--- src/rtl/mips_pkg.sv ---
// Shared definitions for the instruction-memory loader and future readers/dumpers.
// Holds the memory geometry, the stream byte order and the loader state encoding.
package mips_pkg;

    localparam int IMEM_MAX_INDEX = 32;
    localparam int IMEM_AW        = 5;
    localparam int IMEM_DW        = 32;
    localparam int IMEM_WORD_BYTES = IMEM_DW / 8;

    // First byte of each word on the stream lands in the most significant lane.
    localparam bit IMEM_BIG_ENDIAN = 1'b1;

    typedef enum logic [2:0] {
        IDLE,
        HDR,
        BYTES,
        WRITE,
        DONE,
        ERR
    } ld_state_t;

endpackage

--- src/rtl/imem_loader_word_assembler.sv ---
// Collects four stream bytes into one instruction word.
// word_valid flags the 4th byte; word_nxt is the completed word in that cycle.
module word_assembler
    import mips_pkg::*;
#(
    parameter int DW = IMEM_DW
) (
    input  logic          clk,
    input  logic          reset,
    input  logic          clear,
    input  logic          byte_en,
    input  logic [7:0]    byte_in,
    output logic          word_valid,
    output logic [DW-1:0] word_nxt
);

    logic [1:0]    cnt_q;
    logic [DW-1:0] shreg_q;

    always_comb begin
        if (IMEM_BIG_ENDIAN) begin
            word_nxt = {shreg_q[DW-9:0], byte_in};
        end else begin
            word_nxt = {byte_in, shreg_q[DW-1:8]};
        end
        word_valid = byte_en && (cnt_q == 2'd3);
    end

    always_ff @(posedge clk or posedge reset) begin
        if (reset) begin
            cnt_q   <= 2'd0;
            shreg_q <= '0;
        end else if (clear) begin
            cnt_q   <= 2'd0;
            shreg_q <= '0;
        end else if (byte_en) begin
            // Counter wraps 3 -> 0 so the next word starts cleanly after WRITE.
            cnt_q   <= cnt_q + 2'd1;
            shreg_q <= word_nxt;
        end
    end

endmodule

--- src/rtl/imem_loader.sv ---
// Loads a length-prefixed byte stream into instruction memory from address 0,
// stalling the CPU for the duration of the session.
module imem_loader
    import mips_pkg::*;
#(
    parameter int MAX_INDEX = IMEM_MAX_INDEX,
    parameter int AW        = IMEM_AW,
    parameter int DW        = IMEM_DW
) (
    input  logic          clk,
    input  logic          reset,
    input  logic          start,
    input  logic          in_valid,
    input  logic [7:0]    in_data,
    output logic          in_ready,
    output logic          we,
    output logic [AW-1:0] wa,
    output logic [DW-1:0] wd,
    output logic          hold,
    output logic          done,
    output logic          err,
    output logic [AW:0]   words_loaded
);

    ld_state_t     state_q, state_d;
    logic [AW:0]   n_q;
    logic [AW:0]   cnt_q;
    logic [AW-1:0] idx_q;
    logic [DW-1:0] wd_q;

    logic          xfer;
    logic          hdr_byte;
    logic          byte_en;
    logic          begin_session;
    logic          last_word;
    logic          word_valid;
    logic [DW-1:0] word_nxt;

    function automatic logic hdr_valid(input logic [7:0] n);
        return (n != 8'd0) && (int'(n) <= MAX_INDEX);
    endfunction

    always_comb begin
        xfer          = in_valid && in_ready;
        hdr_byte      = xfer && (state_q == HDR);
        byte_en       = xfer && (state_q == BYTES);
        begin_session = start && ((state_q == IDLE) || (state_q == DONE) || (state_q == ERR));
        last_word     = ((cnt_q + 1'b1) == n_q);
    end

    word_assembler #(
        .DW (DW)
    ) u_asm (
        .clk        (clk),
        .reset      (reset),
        .clear      (begin_session),
        .byte_en    (byte_en),
        .byte_in    (in_data),
        .word_valid (word_valid),
        .word_nxt   (word_nxt)
    );

    always_comb begin
        state_d = state_q;
        case (state_q)
            IDLE, DONE, ERR: begin
                if (start) state_d = HDR;
            end
            HDR: begin
                if (hdr_byte) state_d = hdr_valid(in_data) ? BYTES : ERR;
            end
            BYTES: begin
                if (word_valid) state_d = WRITE;
            end
            WRITE: begin
                state_d = last_word ? DONE : BYTES;
            end
            default: state_d = IDLE;
        endcase
    end

    always_comb begin
        in_ready     = (state_q == HDR) || (state_q == BYTES);
        hold         = (state_q == HDR) || (state_q == BYTES) || (state_q == WRITE);
        we           = (state_q == WRITE);
        done         = (state_q == DONE);
        err          = (state_q == ERR);
        wa           = idx_q;
        wd           = wd_q;
        words_loaded = cnt_q;
    end

    always_ff @(posedge clk or posedge reset) begin
        if (reset) begin
            state_q <= IDLE;
            n_q     <= '0;
            cnt_q   <= '0;
            idx_q   <= '0;
            wd_q    <= '0;
        end else begin
            state_q <= state_d;
            if (begin_session) begin
                n_q   <= '0;
                cnt_q <= '0;
                idx_q <= '0;
            end
            if (hdr_byte && hdr_valid(in_data)) begin
                n_q <= in_data[AW:0];
            end
            if (word_valid) begin
                wd_q <= word_nxt;
            end
            if (state_q == WRITE) begin
                cnt_q <= cnt_q + 1'b1;
                // Index stops at N-1 so it never wraps when N == MAX_INDEX.
                if (!last_word) idx_q <= idx_q + 1'b1;
            end
        end
    end

endmodule

--- config.mk ---
export PLATFORM = sky130hd
export DESIGN_NAME = imem_loader
export DESIGN_NICKNAME = d
export VERILOG_FILES = /design/src/rtl/mips_pkg.sv /design/src/rtl/imem_loader_word_assembler.sv /design/src/rtl/imem_loader.sv
export SDC_FILE = /design/constraint.sdc
export NUM_CORES = 1
export LEC_CHECK = 0
export BUFFER_PORTS_ARGS = -buffer_cell sky130_fd_sc_hd__buf_2
export CORE_AREA = 2 2 101 128
export DETAILED_ROUTE_END_ITERATION = 6
export DIE_AREA = 0 0 103 130
export PLACE_DENSITY_LB_ADDON = 0.08
export REMOVE_ABC_BUFFERS = 1
export SLEW_MARGIN = 20
export SYNTH_ARGS = -nofsm -noshare
export SYNTH_HDL_FRONTEND = slang
export SYNTH_HIERARCHICAL = 1
export SYNTH_SLANG_ARGS = --single-unit
export TNS_END_PERCENT = 1
--- constraint.sdc ---
create_clock -name clk -period 2.8 [get_ports clk]
set_input_delay 0 -clock clk [delete_from_list [all_inputs] [get_ports clk]]
set_output_delay 0 -clock clk [all_outputs]
set_load 0.02 [all_outputs]
==> flow_summary_export.csv, run 1 <==
group,metric,value,unit
setup_path,start_kind,"flip-flop",
placed_design,port_buffers,59,
placed_design,dpl.cell_count,515,
placed_design,gp_congestion,0.755,
layout,final_nets,382,
layout,antenna_cells,0,
layout,layout_commonest_cell,"dfrtp_1",
timing,hold_viol_final,0,
setup_path,required,3.04,ns
layout,multi_input_area,0.00142,mm^2
floorplan,die_x,103,um
cts,worstSkewPairLatency,0.33,ns
logic_synthesis,synth_fa_ha_area_share,1.05,%
setup_path,cp-end-kind,"flip-flop",
detailed_routing,vias_per_cell,4.50,
logic_synthesis,synth_top_family_by_area,"multiplexers",
logic_synthesis,synth-xor-area-share,2.44,%
timing,period_share,72.7,%
logic_synthesis,synth_warnings,6,
power_and_ir_drop,power_leakage,0.00210,uW
layout,final_cells,540,
timing,worstMarginPinSlew,0.589,ns
cts,cts_tree,"yes",
cts,clock_path_buffers,2,
grt,antenna_found_initial,0,
timing,maxSlewHeadroom,60.7,%
layout,layout_common_cells,"dfrtp_1, buf_2, nor2_1, mux2_2, mux2i_1",
setup_path,worstPathArrival,2.27,ns
logic_synthesis,synth_cell_type_count,42,
grt,grt_pass1_wl,13000,um
logic_synthesis,syn-cell-area,0.00358,mm^2
logic_synthesis,synth-compound-area-share,7.51,%
grt,track_usage,12.9,%
layout,drive_gt1_share,32.5,%
power_and_ir_drop,p_per_area,969,mW/mm^2
logic_synthesis,synthArstFlopShare,100,%
cts,clock-sinks,78,
detailed_routing,drtPass1Iterations,4,
layout,area_growth,22.3,%
floorplan,rows,46,
logic_synthesis,synthMuxAreaShare,17.6,%
placed_design,dp_hpwl,5380,um
grt,grt_overflow_total,0,
layout,fillers,1257,
detailed_routing,drc,0,
timing,setup_ws,0.764,ns
grt,grt_pass1_vias,2460,
logic_synthesis,synth-simple-area-share,10.9,%
job,drv_cap,0,
cts,root_buffer,"clkbuf_16",
setup_path,crit_path_max_fanout,10,
layout,seqCellArea,0.00195,mm^2
timing,rsz0062_at_grt,"false",
logic_synthesis,seq_area_frac_synth,54.5,%
setup_path,r2r-end,"words_loaded[3]",
logic_synthesis,synth-edff-count,0,
cts,cts_max_level,3,
grt,grt_max_degree,35,
cts,path_clk_slew,0.06,ns
floorplan,fp.dieH,130,um
floorplan,start_util,29.1,%
logic_synthesis,syn-instance-count,305,
setup_path,crit_end,"words_loaded[3]",
logic_synthesis,postSynthAreaPerCell,11.7,um^2
timing,setup_viol,0,
logic_synthesis,synth_ff_type,"dfrtp_1",
floorplan,io_pins,60,
timing,drv_slew,0,
floorplan,core_area,0.0123,mm^2
run_status,status,"complete, no violations",
detailed_routing,drt_wl_total,7820,um
detailed_routing,drt-initial-drc-count,59,
setup_path,rrSetupSlack,0.76,ns
cts,post-cts-setup-buffer-count,0,
floorplan,dieArea,0.0134,mm^2
timing,clock.fmax,491,MHz
timing,period_minus_slack,2.04,ns
cts,numCtsBuffers,9,
power_and_ir_drop,ir_worst_vdd,0.325,mV
setup_path,r2r_cells,6,
setup_path,startpoint,"state_q[0]",
placed_design,place_ws,0.745,ns
logic_synthesis,synth_seq_cells,78,
hold_path,hold_class,"in -> reg",
setup_path,r2r-start,"state_q[0]",
timing,fin_worst_skew,0.00835,ns
detailed_routing,dr_total_vias,2429,
setup_path,critical_path_class,"reg -> reg",
detailed_routing,wire_per_inst,14.5,um
detailed_routing,detail-route-antenna-nets,0,
power by group:
group / total (uW) / leakage, uW / switching, uW / internal (uW)
logic: 1360 / 0.000893 / 819 / 536
clock network: 1270 / 0.000160 / 463 / 807
registers: 1620 / 0.00105 / 202 / 1420
sequential cells by signal, summed over array words and instances, names as in the netlist:
name / flops
n_q: 6
wd: 32
u_asm/shreg_q: 24
state_q: 3
u_asm/cnt_q: 2
wa: 5
words_loaded: 6
synth_stat cells (all sizes together) (2+ instances only):
library cell | number | area share [%]
a21oi | 5 | 0.70
and3 | 3 | 0.52
buf | 18 | 4.3
clkbuf | 5 | 0.52
dfrtp | 78 | 54
ha | 3 | 1.0
inv | 12 | 1.3
mux2 | 32 | 10
mux2i | 27 | 7.5
nand2 | 18 | 1.9
nand2b | 2 | 0.35
nand3 | 6 | 0.84
nor2 | 34 | 3.6
nor2b | 2 | 0.35
nor3 | 6 | 0.84
o2111ai | 2 | 0.49
o211ai | 2 | 0.42
o21ai | 18 | 2.6
o221ai | 2 | 0.49
o22a | 2 | 0.49
o22ai | 2 | 0.35
o31ai | 3 | 0.63
xnor2 | 6 | 1.5
xor2 | 4 | 0.98
metrics by stage:
stage / TNS [ns] / cell area [um^2] / utilization, % / hold slack, ns / total power (uW)
2_1_floorplan: -93.56 / 3410 / - / 0.0400 / 2520
3_3_place_gp: 0 / 3970 / 32.2 / 0.0499 / 3010
3_5_place_dp: 0 / 3970 / 32.2 / 0.0493 / 3020
4_1_cts: 0 / 4380 / 35.6 / 0.0896 / 4330
5_1_grt: 0 / 4380 / 35.6 / 0.123 / 4530
6_report: 0 / 4380 / 35.6 / 0.0939 / 4250
kinds of logic (layout without fill, tap and decap cells):
group,after synthesis,after routing
and+or+nand+nor,79,79
DFF,78,78
muxes,59,59
AOI/OAI and AO/OA,41,41
buffers and inverters,35,102
xor gates and xnor gates,10,10
adders and majority gates,3,3
worst max-delay path, stage by stage (launching register included):
cell     delay [ns]
dfrtp_1        0.52
nor2b_1        0.36
or3_1          0.38
inv_1          0.12
nor2_1         0.32
o21ai_0        0.15
o31ai_1        0.08
timing repair:
item | in CTS | in global routing
hold endpoints to repair | 62 | 0
gates resized for setup | 0 | 0
hold buffers | 9 | 0
final cells by class:
cell class	instances	share of cell area (%)
flip-flops and latches	78	44.5
multi-input cells	192	32.4
repair buffers	74	9.82
clock buffers	11	5.54
well taps	168	4.80
clock inverters	5	1.88
inverters	12	1.03
per-layer routing:
metal / GRT usage, % / share of wire, %
met5: 0 / 0
met1: 16.4 / 46
met3: 2.84 / 3.3
met2: 20.9 / 49
met4: 5.57 / 1.8
worst min path at each step:
stage,startpoint,to,slack [ns],cells after the start
after floorplan,reset,u_asm/cnt_q[0],0.04,1
after global placement,reset,wd[29],0.05,2
after detailed placement,reset,wd[21],0.05,2
after CTS,in_valid,state_q[1],0.09,4
after global routing,in_valid,state_q[1],0.12,4
final,in_valid,state_q[1],0.09,4
Power figures use the tool's default switching activity.
==> run 2: changes to the inputs <==
--- a/config.mk
+++ b/config.mk
@@ -5,10 +5,11 @@
 export SDC_FILE = /design/constraint.sdc
 export NUM_CORES = 1
 export LEC_CHECK = 0
+export ABC_AREA = 1
 export BUFFER_PORTS_ARGS = -buffer_cell sky130_fd_sc_hd__buf_2
-export CORE_AREA = 2 2 101 128
+export CORE_AREA = 2 2 102 129
 export DETAILED_ROUTE_END_ITERATION = 6
-export DIE_AREA = 0 0 103 130
+export DIE_AREA = 0 0 104 131
 export PLACE_DENSITY_LB_ADDON = 0.08
 export REMOVE_ABC_BUFFERS = 1
 export SLEW_MARGIN = 20
==> constraint.sdc (replaced) <==
create_clock -name clk -period 1.8 [get_ports clk]
set_input_delay 0 -clock clk [delete_from_list [all_inputs] [get_ports clk]]
set_output_delay 0 -clock clk [all_outputs]
set_load 0.02 [all_outputs]
==> run 2 against run 1 <==
Against the previous run:
- area after synthesis grew 1.8%
- via count grew 23%
- register-to-register slack lost 0.62 ns
- hold slack better by 0.015 ns
- first-iteration DRC count rose to 2.6 times the previous value
- largest cell class unchanged
- sequential share of layout area is 1.3 points lower
- critical path type unchanged
- sequential power is 23% higher
- wire length grew 13%
- maximum frequency is 23% higher
==> flow_summary_export.csv, run 2 <==
group,metric,value,unit
timing,fin_worst_skew,0.00503,ns
job,drv_cap,0,
power_and_ir_drop,p_sw,1760,uW
setup_path,cp-end-kind,"flip-flop",
placed_design,gp_congestion,0.756,
setup_path,critical_path_class,"reg -> reg",
placed_design,dp_hpwl,6130,um
cts,cts_max_level,3,
logic_synthesis,synth-edff-count,0,
placed_design,port_buffers,59,
timing,tns,0,ns
power_and_ir_drop,intPower,3460,uW
cts,cts_tree,"yes",
timing,period_minus_slack,1.66,ns
floorplan,io_pins,60,
logic_synthesis,synth_cell_type_count,29,
logic_synthesis,synthArstFlopShare,100,%
setup_path,start_kind,"flip-flop",
timing,maxSlewHeadroom,66.1,%
grt,grt_max_degree,32,
floorplan,die_x,104,um
timing,setup_viol,0,
detailed_routing,vias_per_cell,4.33,
setup_path,critPathSlowestCell,"dfrtp_1",
cts,clock_path_buffers,2,
timing,hold_viol_final,0,
power_and_ir_drop,ir_worst_vdd,0.434,mV
grt,grt_pass1_wl,15300,um
logic_synthesis,synth_commonest_cells,"nand2_1, dfrtp_1, nand3_1, inv_1, nor2_1",
logic_synthesis,synth.most_common_cell,"nand2_1",
timing,drv_slew,0,
logic_synthesis,yosysTopAreaCellShare,53.5,%
layout,final_nets,532,
logic_synthesis,synth_ff_type,"dfrtp_1",
detailed_routing,drc,0,
setup_path,crit_family,"simple AND/OR/NAND/NOR gates",
layout,fin_util,36.3,%
layout,finish.instance_area,0.00452,mm^2
cts,path_clk_slew,0.06,ns
power_and_ir_drop,power,5220,uW
setup_path,slowest_delay,0.44,ns
logic_synthesis,synth_seq_cells,78,
layout,largest_register_ffs,32,
cts,numCtsBuffers,9,
cts,post-cts-setup-buffer-count,0,
power_and_ir_drop,p_seq_share,38.3,%
layout,antenna_cells,0,
grt,track_usage,14.2,%
layout,drive_gt1_share,22.2,%
grt,grt_pass1_vias,3104,
timing,worstMarginPinSlew,0.508,ns
grt,grt_overflow_total,0,
power_and_ir_drop,p_clk_share,37.0,%
floorplan,dieArea,0.0136,mm^2
timing,clock.fmax,604,MHz
layout,layout_common_cells,"nand2_1, dfrtp_1, buf_2, nand3_1, inv_1",
timing,period_share,92.0,%
setup_path,crit_path_max_fanout,5,
logic_synthesis,synth_warnings,6,
detailed_routing,detail-route-antenna-nets,0,
logic_synthesis,syn-instance-count,450,
cts,clock-sinks,78,
setup_path,path_cells,"nor3_2 > inv_2 > nor2_2 > nand2_1 > inv_1 > nor2_1 > inv_2 > o21ai_2 > a21oi_2 > or2_0 > nand2_1",
timing,fin_hold_ws,0.109,ns
grt,antenna_found_initial,0,
logic_synthesis,synth_area_leaders,"dfrtp_1, nand2_1, nand3_1, inv_1, buf_4",
floorplan,rows,46,
power_and_ir_drop,p_per_area,1160,mW/mm^2
floorplan,fp.dieH,131,um
power_and_ir_drop,power_leakage,0.00258,uW
detailed_routing,wire_per_inst,12.8,um
detailed_routing,dr_total_vias,2985,
cts,root_buffer,"clkbuf_16",
floorplan,start_util,29.3,%
setup_path,worstPathArrival,1.88,ns
placed_design,place_area,0.00409,mm^2
power_and_ir_drop,switching_share,33.7,%
timing,rsz0062_at_grt,"true",
layout,area_growth,23.9,%
hold_path,hold_class,"in -> reg",
detailed_routing,drt-initial-drc-count,154,
run_status,status,"complete, no violations",
power_and_ir_drop,combPwrFrac,24.8,%
logic_synthesis,postSynthAreaPerCell,8.10,um^2
cts,worstSkewPairLatency,0.34,ns
logic_synthesis,seq_area_frac_synth,53.5,%
logic_synthesis,syn-cell-area,0.00365,mm^2
logic_synthesis,yosys.area.top_type,"dfrtp_1",
setup_path,required,2.03,ns
setup_path,worst-path-buf-inv,3,
layout,layout_commonest_cell,"nand2_1",
floorplan,core_area,0.0124,mm^2
detailed_routing,drtPass1Iterations,4,
detailed_routing,drt_wl_total,8830,um
## run 2: cell types whose count changed in the layout (fill, tap and decap cells not counted), moves of 5 or more
cell / previous run / this run
mux2_2: 32 / 0
inv_1: 10 / 32
o21ai_0: 17 / 5
nand3_1: 6 / 55
nor2_4: 0 / 5
mux2i_1: 27 / 0
nor2_1: 33 / 9
buf_4: 6 / 11
nand2_1: 18 / 192
o21ai_1: 0 / 10
inv_2: 2 / 11
## run 2: what timing repair did
action / CTS / global route
endpoints found under the hold margin: 69 / 0
gates resized for setup: 0 / 6
setup endpoints to repair: 0 / 36
hold buffers: 9 / 0
## run 2: cell families after synthesis
family                   count (synthesis)  share of synthesized area [%]
AO/OA/AOI/OAI                           21                           3.23
buffers and inverters                   68                           9.03
XOR/XNOR                                 3                          0.721
AND/OR/NAND/NOR                        277                           32.5
adder cells (fa/ha/maj)                  3                           1.03
flip-flops                              78                           53.5
## run 2: power groups by stage
stage               clock network, uW  logic (uW)  registers [uW]
finish                           1930        1290            2000
global route                     2080        1470            2020
CTS                              1990        1280            2000
detailed placement                  0        1270            2030
global placement                    0        1270            2030
floorplan                           0         833            2040
## run 2: stage by stage
step	setup WS (ns)	cells
final	0.144	690
after global routing	-0.000137	690
after CTS	0.0521	689
after detailed placement	0.0693	664
after global placement	0.100	664
after floorplan	-1.28	425
## run 2: final timing paths
check	depth (start not counted)	startpoint	slack (ns)	endpoint
min in group asynchronous	3	reset	0.24	wd[15]
setup / recovery	11	state_q[2]	0.14	state_q[2]
hold / removal	5	start	0.11	state_q[1]
setup reg to reg	11	state_q[2]	0.14	state_q[2]
hold reg to reg	2	wd[4]	0.47	wd[4]
max in group asynchronous	4	reset	1.00	words_loaded[2]
## run 2: final cells by class
type / count / area (um^2)
Fill cell: 1351 / 7920
Sequential cell: 78 / 1950
Multi-Input combinational cell: 305 / 1390
Timing Repair Buffer: 80 / 488
Clock buffer: 9 / 225
Tap cell: 168 / 210
Inverter: 43 / 161
Clock inverter: 7 / 88.8
## run 2: worst register-to-register path, cell delays in order (launching register included)
cell	delay, ns
dfrtp_1	0.44
nor3_2	0.19
inv_2	0.08
nor2_2	0.10
nand2_1	0.05
inv_1	0.12
nor2_1	0.08
inv_2	0.06
o21ai_2	0.05
a21oi_2	0.19
or2_0	0.14
nand2_1	0.05
## run 2: layer usage
metal / up-vias / GRT usage (%) / routed length [um]
met3: 11 / 2.88 / 258
met1: 1394 / 17.9 / 4230
met5: - / 0 / 0
li1: 1534 / - / -
met4: 0 / 6.44 / 170
met2: 46 / 23.7 / 4170
